<file path="src/rtl/pipe_stage_skid.sv">
// pipe_stage_skid: generic pipeline stage register with a valid/ready
// handshake and a 2-entry skid buffer (main + skid). Every output is taken
// directly from a flop, so downstream ready never reaches upstream ready
// combinationally. Supports flush with NOP insertion and saturating
// stall/flush performance counters.
module pipe_stage_skid #(
  parameter int               WIDTH     = 96,
  parameter logic [WIDTH-1:0] NOP_VALUE = '0,
  parameter int               CNT_W     = 16
) (
  input  logic             clk,
  input  logic             reset,      // synchronous, active-low
  input  logic             flush,
  input  logic             in_valid,
  output logic             in_ready,
  input  logic [WIDTH-1:0] in_data,
  output logic             out_valid,
  input  logic             out_ready,
  output logic [WIDTH-1:0] out_data,
  output logic [CNT_W-1:0] stall_cnt,
  output logic [CNT_W-1:0] flush_cnt
);

  // Occupancy of the stage: EMPTY, ONE (main only), TWO (main + skid).
  typedef enum logic [1:0] {
    ST_EMPTY = 2'd0,
    ST_ONE   = 2'd1,
    ST_TWO   = 2'd2
  } state_e;

  state_e             state_q, state_d;
  logic [WIDTH-1:0]   main_q, main_d;    // oldest payload, drives out_data
  logic [WIDTH-1:0]   skid_q, skid_d;    // younger payload
  logic               in_ready_q, in_ready_d;
  logic               out_valid_q, out_valid_d;
  logic [CNT_W-1:0]   stall_cnt_q, stall_cnt_d;
  logic [CNT_W-1:0]   flush_cnt_q, flush_cnt_d;

  logic push;
  logic pop;

  // Handshakes use the registered ready/valid, never the live opposite side.
  assign push = in_valid & in_ready_q;
  assign pop  = out_valid_q & out_ready;

  // Next-state and next-data for the two-entry buffer.
  always_comb begin
    // NOTE: every signal assigned here gets a default first so no path
    // leaves it unassigned, which would otherwise infer a latch.
    state_d = state_q;
    main_d  = main_q;
    skid_d  = skid_q;

    if (flush) begin
      // Any push/pop completing at the ports this cycle is dropped.
      state_d = ST_EMPTY;
      main_d  = NOP_VALUE;
      skid_d  = NOP_VALUE;
    end else begin
      unique case (state_q)
        ST_EMPTY: begin
          if (push) begin
            state_d = ST_ONE;
            main_d  = in_data;
          end
        end
        ST_ONE: begin
          if (push && pop) begin
            main_d = in_data;
          end else if (push) begin
            state_d = ST_TWO;
            skid_d  = in_data;
          end else if (pop) begin
            state_d = ST_EMPTY;
            main_d  = NOP_VALUE;
          end
        end
        ST_TWO: begin
          // in_ready is low here, so only a pop can happen.
          if (pop) begin
            state_d = ST_ONE;
            main_d  = skid_q;
            skid_d  = NOP_VALUE;
          end
        end
        default: begin
          state_d = ST_EMPTY;
          main_d  = NOP_VALUE;
          skid_d  = NOP_VALUE;
        end
      endcase
    end

    // Handshake flags are decoded from the next state so they come out of
    // flops in the cycle the new state takes effect.
    in_ready_d  = (state_d != ST_TWO);
    out_valid_d = (state_d != ST_EMPTY);
  end

  // Saturating performance counters.
  always_comb begin
    stall_cnt_d = stall_cnt_q;
    flush_cnt_d = flush_cnt_q;
    if (out_valid_q && !out_ready && !flush && !(&stall_cnt_q)) begin
      stall_cnt_d = stall_cnt_q + CNT_W'(1);
    end
    if (flush && !(&flush_cnt_q)) begin
      flush_cnt_d = flush_cnt_q + CNT_W'(1);
    end
  end

  // State, payload and counter registers with synchronous reset.
  always_ff @(posedge clk) begin
    if (!reset) begin
      state_q     <= ST_EMPTY;
      // NOTE: the payload entries are reset too, because main_q drives
      // out_data directly and must read NOP_VALUE while nothing is held.
      main_q      <= NOP_VALUE;
      skid_q      <= NOP_VALUE;
      in_ready_q  <= 1'b1;
      out_valid_q <= 1'b0;
      stall_cnt_q <= '0;
      flush_cnt_q <= '0;
    end else begin
      // NOTE: non-blocking assignments so every flop samples the values
      // from before this edge, independent of statement order.
      state_q     <= state_d;
      main_q      <= main_d;
      skid_q      <= skid_d;
      in_ready_q  <= in_ready_d;
      out_valid_q <= out_valid_d;
      stall_cnt_q <= stall_cnt_d;
      flush_cnt_q <= flush_cnt_d;
    end
  end

  assign in_ready  = in_ready_q;
  assign out_valid = out_valid_q;
  assign out_data  = main_q;
  assign stall_cnt = stall_cnt_q;
  assign flush_cnt = flush_cnt_q;

endmodule

</file>
<file path="config.mk">
export PLATFORM = sky130hd
export DESIGN_NAME = pipe_stage_skid
export DESIGN_NICKNAME = d
export VERILOG_FILES = /design/src/rtl/pipe_stage_skid.sv
export SDC_FILE = /design/constraint.sdc
export NUM_CORES = 1
export LEC_CHECK = 0
export CORE_MARGIN = 4
export CORE_UTILIZATION = 45
export DETAILED_ROUTE_END_ITERATION = 7
export PLACE_DENSITY_LB_ADDON = 0.08
export SYNTH_ARGS = -nofsm -noshare
export SYNTH_HDL_FRONTEND = slang
export SYNTH_SLANG_ARGS = --single-unit
</file>
<file path="constraint.sdc">
create_clock -name clk -period 3.32 [get_ports clk]
set_clock_uncertainty 0.2 [all_clocks]
set_input_delay 0.664 -clock clk [delete_from_list [all_inputs] [get_ports clk]]
set_output_delay 0.664 -clock clk [all_outputs]
set_load 0.02 [all_outputs]
</file>
==> reports/qor.csv, run 1 <==
metric,value,unit
status,"complete, no violations",
avgViaCountPerCell,6.15,
ctsResizeCount,0,
drc,0,
fin_ws,728,ps
maxUsedRoutingLayer,met4,
drtIter0Drc,858,
gp_congestion,0.818,
clock-sinks,228,
root_buffer,clkbuf_16,
io_buffer_count,230,
synth-edff-count,0,
antenna_found_initial,0,
antenna_left,0,
rsz0062_at_grt,false,
clk_pin_slew,60,ps
synth_top_area_share,0.475,
yosysWarnings,0,
p_sw_frac,0.248,
grt_usage,0.248,
cts_buffer_depth,3,
fill_cells,1837,
max_slew_margin,0.566,
grt.overflow.total,0,
tightest_slew,651,ps
drtPass1Iterations,5,
synth_cell_type_count,46,
post_cts_buffers,0,
layout_min_cycle_time,2590,ps
wirelength,30900,um
ys_ff_latch,228,
dieArea,0.0237,sq mm
fin_crit_sh,0.781,
ys_top_cells_by_area,"dfxtp_1, a21oi_1, a22oi_1",
hold_buffers,0,
crit_fanout,8,
wl_per_cell,19.8,um
peakVddDrop,0.350,mV
hold_viol,0,
boundaryPins,231,
crit_arrival,1730,ps
path_cells,buf_4 -> clkdlybuf4s50_1,
start_kind,flip-flop,
wl_met3,2710,um
htreeDepth,1,
path_buf_inv,2,
cts_buffers,26,
mostFrequentLayoutCell,clkdlybuf4s50_1,
antennaDiodeCount,0,
endpoint_kind,primary output,
required,2460,ps
start_util,0.457,
dr_wl_met2,14000,um
p_int,4.81,mW
syn_area,0.00960,sq mm
setup.worst_path.class,flip-flop to primary output,
drv_slew,0,
fmax,386,MHz
grt_max_degree,58,
dpl.hpwl,18800,um
whs,263,ps
syn_avg_cell_area,8.79,sq um
p_clk_frac,0.441,
place_ws,338,ps
die_x,154,um
leakage,4.19,nW
powerDensity,490,mW/mm^2
core-area,0.0210,sq mm
layout_common_cells,"clkdlybuf4s50_1, dfxtp_1, a21oi_1, o21ai_0, nand4_1",
syn_nets,1196,
power.share.sequential,0.443,
p_comb_frac,0.116,
layout.nets,1366,
syn_to_final_growth,36.2,%
synthCells,1093,
wl_met1,13500,um
crit_family,buffers and inverters,
cts_tree,done,
drive_gt1_frac,0.0718,
grt_pass1_vias,9153,
maxCapViolations,0,
setup_viol,0,
grt_pass1_wl,49500,um
insertion_delay,530,ps
setup_tns,0,ps
min_path_type,flip-flop to flip-flop,
yosys.area.top_type,dfxtp_1,
synthFlopType,dfxtp_1,
power_switching,1.59,mW
row_count,53,
max_stage_delay,620,ps
async_reset_ff_frac,0,
ys_seq_area_frac,0.475,
fp.dieH,154,um
vias,9567,
critical_path.slowest_cell,clkdlybuf4s50_1,
[cells in the mapped netlist (all sizes together), types with 8 or more instances]
master     n
o21ai    110
nor2      11
or3        8
dfxtp    228
nand4    108
a22oi     96
nand3     10
a21oi    162
clkbuf   113
or4       11
buf       11
nand2     55
o2bb2ai   54
a22o      44
[flip-flops by register name (all words and copies together) (netlist names)]
signal,flops
flush_cnt,16
state_q,2
out_valid,1
out_data,96
in_ready,1
stall_cnt,16
skid_q,96
[power groups by stage]
stage | clock [mW] | sequential (mW) | combinational (mW)
floorplan | 0 | 2.93 | 0.321
global placement | 0 | 2.90 | 0.737
detailed placement | 0 | 2.90 | 0.740
CTS | 2.87 | 2.84 | 0.744
global route | 2.98 | 2.84 | 0.801
finish | 2.82 | 2.84 | 0.743
[worst paths after layout]
| path | from | endpoint | slack [ps] | cells past startpoint |
|---|---|---|---|---|
| max | out_valid | out_valid | 730 | 2 |
| min | out_data[45] | out_data[45] | 260 | 1 |
| max reg2reg | state_q[0] | out_data[42] | 930 | 5 |
| min reg2reg | out_data[45] | out_data[45] | 260 | 1 |
[worst reg2reg max path, cell delays in order, from the launching register on]
cell       delay [ps]
dfxtp_4           770
xor2_1            220
a22o_2            160
and2_2            510
buf_12            290
o2bb2ai_1         170
[metrics by stage]
step	instance area [sq um]	total power, mW	cells	utilization
floorplan	9600	3.26	1093	-
CTS	13100	6.45	1556	0.622
finish	13100	6.40	1556	0.622
detailed placement	12200	3.64	1510	0.582
global placement	12200	3.63	1510	0.582
global route	13100	6.62	1556	0.622
[cell type report]
class | instances | area, sq um | area share
multi-input combinational | 734 | 4630 | 0.354
sequential | 228 | 4570 | 0.349
timing repair buffer | 266 | 2660 | 0.203
clock buffer | 42 | 791 | 0.0605
tap | 275 | 344 | 0.0263
clock inverter | 4 | 60.1 | 0.00459
inverter | 7 | 27.5 | 0.00210
[kinds of logic after synthesis]
kind of cell / after synthesis / share of synthesized area
AOI/OAI and AO/OA: 490 / 0.326
and+or+nand+nor: 236 / 0.138
DFF: 228 / 0.475
buffers and inverters: 131 / 0.0522
muxes: 4 / 0.00417
xor gates and xnor gates: 2 / 0.00182
adders and majority gates: 2 / 0.00261
[per-layer routing]
layer  vias up  GRT usage
met1      4577      0.347
li1       4568          -
met5         -          0
met3        44     0.0611
met4         0     0.0631
met2       378      0.384
(Power assumes the default switching activity.)
==> run 2: changes to the inputs <==
Clock period 3.32 ns to 2.3 ns, I/O delays scaled along.
==> run 2 against run 1 <==
Compared with the run above: cell count rose by 1.5%; register-to-register slack got worse by 770 ps; design area rose by 3.1%; via count rose by 3.0%; first-iteration DRC count fell by 13%; non-clock buffer count rose by 23; sequential power rose by 44%; largest cell class unchanged; largest power group is now the clock network; highest routed layer unchanged.
==> reports/qor.csv, run 2 (same netlist as run 1, synthesis figures left out) <==
metric,value,unit
drive_gt1_frac,0.0920,
placed_area,0.0126,sq mm
layout_common_cells,"dfxtp_1, clkdlybuf4s50_1, a21oi_1, o21ai_0, nand4_1",
grt_pass1_vias,9358,
clock-sinks,228,
start_util,0.457,
hold_viol,0,
io_buffer_count,230,
dp_cells,1533,
final_cell_area,0.0135,sq mm
powerDensity,710,mW/mm^2
min_path_type,flip-flop to flip-flop,
mostFrequentLayoutCell,dfxtp_1,
crit_arrival,1580,ps
max_slew_margin,0.552,
grt_pass1_wl,50400,um
post_cts_buffers,0,
final_cells,1580,
power.share.sequential,0.427,
status,"complete, no violations",
antenna_left,0,
max_stage_delay,640,ps
fin_crit_sh,0.973,
layout_min_cycle_time,2240,ps
boundaryPins,231,
start_kind,flip-flop,
fp.dieH,154,um
grt_usage,0.250,
p_comb_frac,0.121,
wl_per_cell,20.1,um
root_buffer,clkbuf_16,
grt_max_degree,63,
fill_cells,1771,
critPathLaunch,stall_cnt[1],
endpoint_kind,primary output,
vias,9858,
p_int,7.24,mW
antennaDiodeCount,0,
insertion_delay,530,ps
crit_family,buffers and inverters,
tightest_slew,663,ps
power_switching,2.33,mW
place_ws,-406,ps
syn_to_final_growth,40.4,%
r2r-start,out_valid,
path_buf_inv,1,
drtIter0Drc,746,
setup.worst_path.class,flip-flop to primary output,
antenna_found_initial,0,
critical_path.slowest_cell,clkdlybuf4s50_1,
dieArea,0.0237,sq mm
fmax,447,MHz
final_util,0.641,
grt.overflow.total,0,
cts_buffer_depth,3,
die_x,154,um
fin_ws,61.5,ps
dpl.hpwl,18900,um
row_count,53,
maxCapViolations,0,
p_clk_frac,0.453,
setup_viol,0,
crit_fanout,5,
drc,0,
drtPass1Iterations,5,
min_from,out_data[14],
clk_pin_slew,60,ps
gp_congestion,0.815,
wirelength,31800,um
path_cells,clkdlybuf4s50_1,
cts_buffers,26,
rsz0062_at_grt,false,
required,1640,ps
p_sw_frac,0.243,
layout.nets,1389,
peakVddDrop,0.573,mV
setup_tns,0,ps
core-area,0.0210,sq mm
leakage,4.63,nW
cts_tree,done,
htreeDepth,1,
avgViaCountPerCell,6.24,
drv_slew,0,
## run 2: repair_timing
item                                    CTS  global route
endpoints found under the setup margin    4            12
hold buffers                              0             0
resized for setup                         4            12
## run 2: worst paths after layout
path	endpoint	slack (ps)	cells after the start
setup reg to reg	stall_cnt[13]	160	5
hold reg to reg	out_data[14]	260	1
setup / recovery	stall_cnt[1]	60	1
hold / removal	out_data[14]	260	1
## run 2: layout make-up
cell class / count / area (sq um) / share of cell area
Clock buffer: 39 / 791 / 0.0586
Clock inverter: 8 / 118 / 0.00872
Inverter: 7 / 26.3 / 0.00195
Multi-Input combinational cell: 734 / 4630 / 0.343
Sequential cell: 228 / 4570 / 0.339
Tap cell: 275 / 344 / 0.0255
Timing Repair Buffer: 289 / 3010 / 0.223
## run 2: metrics by stage
stage,total power [mW],hold slack [ps]
3_3_place_gp,5.31,245
6_report,9.57,261
4_1_cts,9.64,264
2_1_floorplan,4.70,249
5_1_grt,9.87,282
3_5_place_dp,5.31,245
## run 2: metal layers
layer,wire length (um),GRT usage,vias to the layer above
li1,-,-,4606
met1,14300,0.355,4803
met2,14400,0.389,395
met3,2360,0.0476,54
met4,740,0.0702,0
met5,0,0,-
## run 2: worst reg2reg max path: cells and delay by family, from the launching register on
| family | cells | cell delay [ps] |
|---|---|---|
| buffers and inverters | 1 | 160 |
| AND/OR/NAND/NOR | 2 | 970 |
| AO/OA/AOI/OAI | 2 | 350 |
| flip-flops | 1 | 350 |
## run 2: power by group through the flow
stage                     sequential (mW)  combinational, mW  clock [mW]
after detailed placement             4.17               1.15           0
final                                4.08               1.15        4.33
after CTS                            4.08               1.15        4.40
after global placement               4.17               1.14           0
after floorplan                      4.24              0.463           0
after global routing                 4.09               1.23        4.55
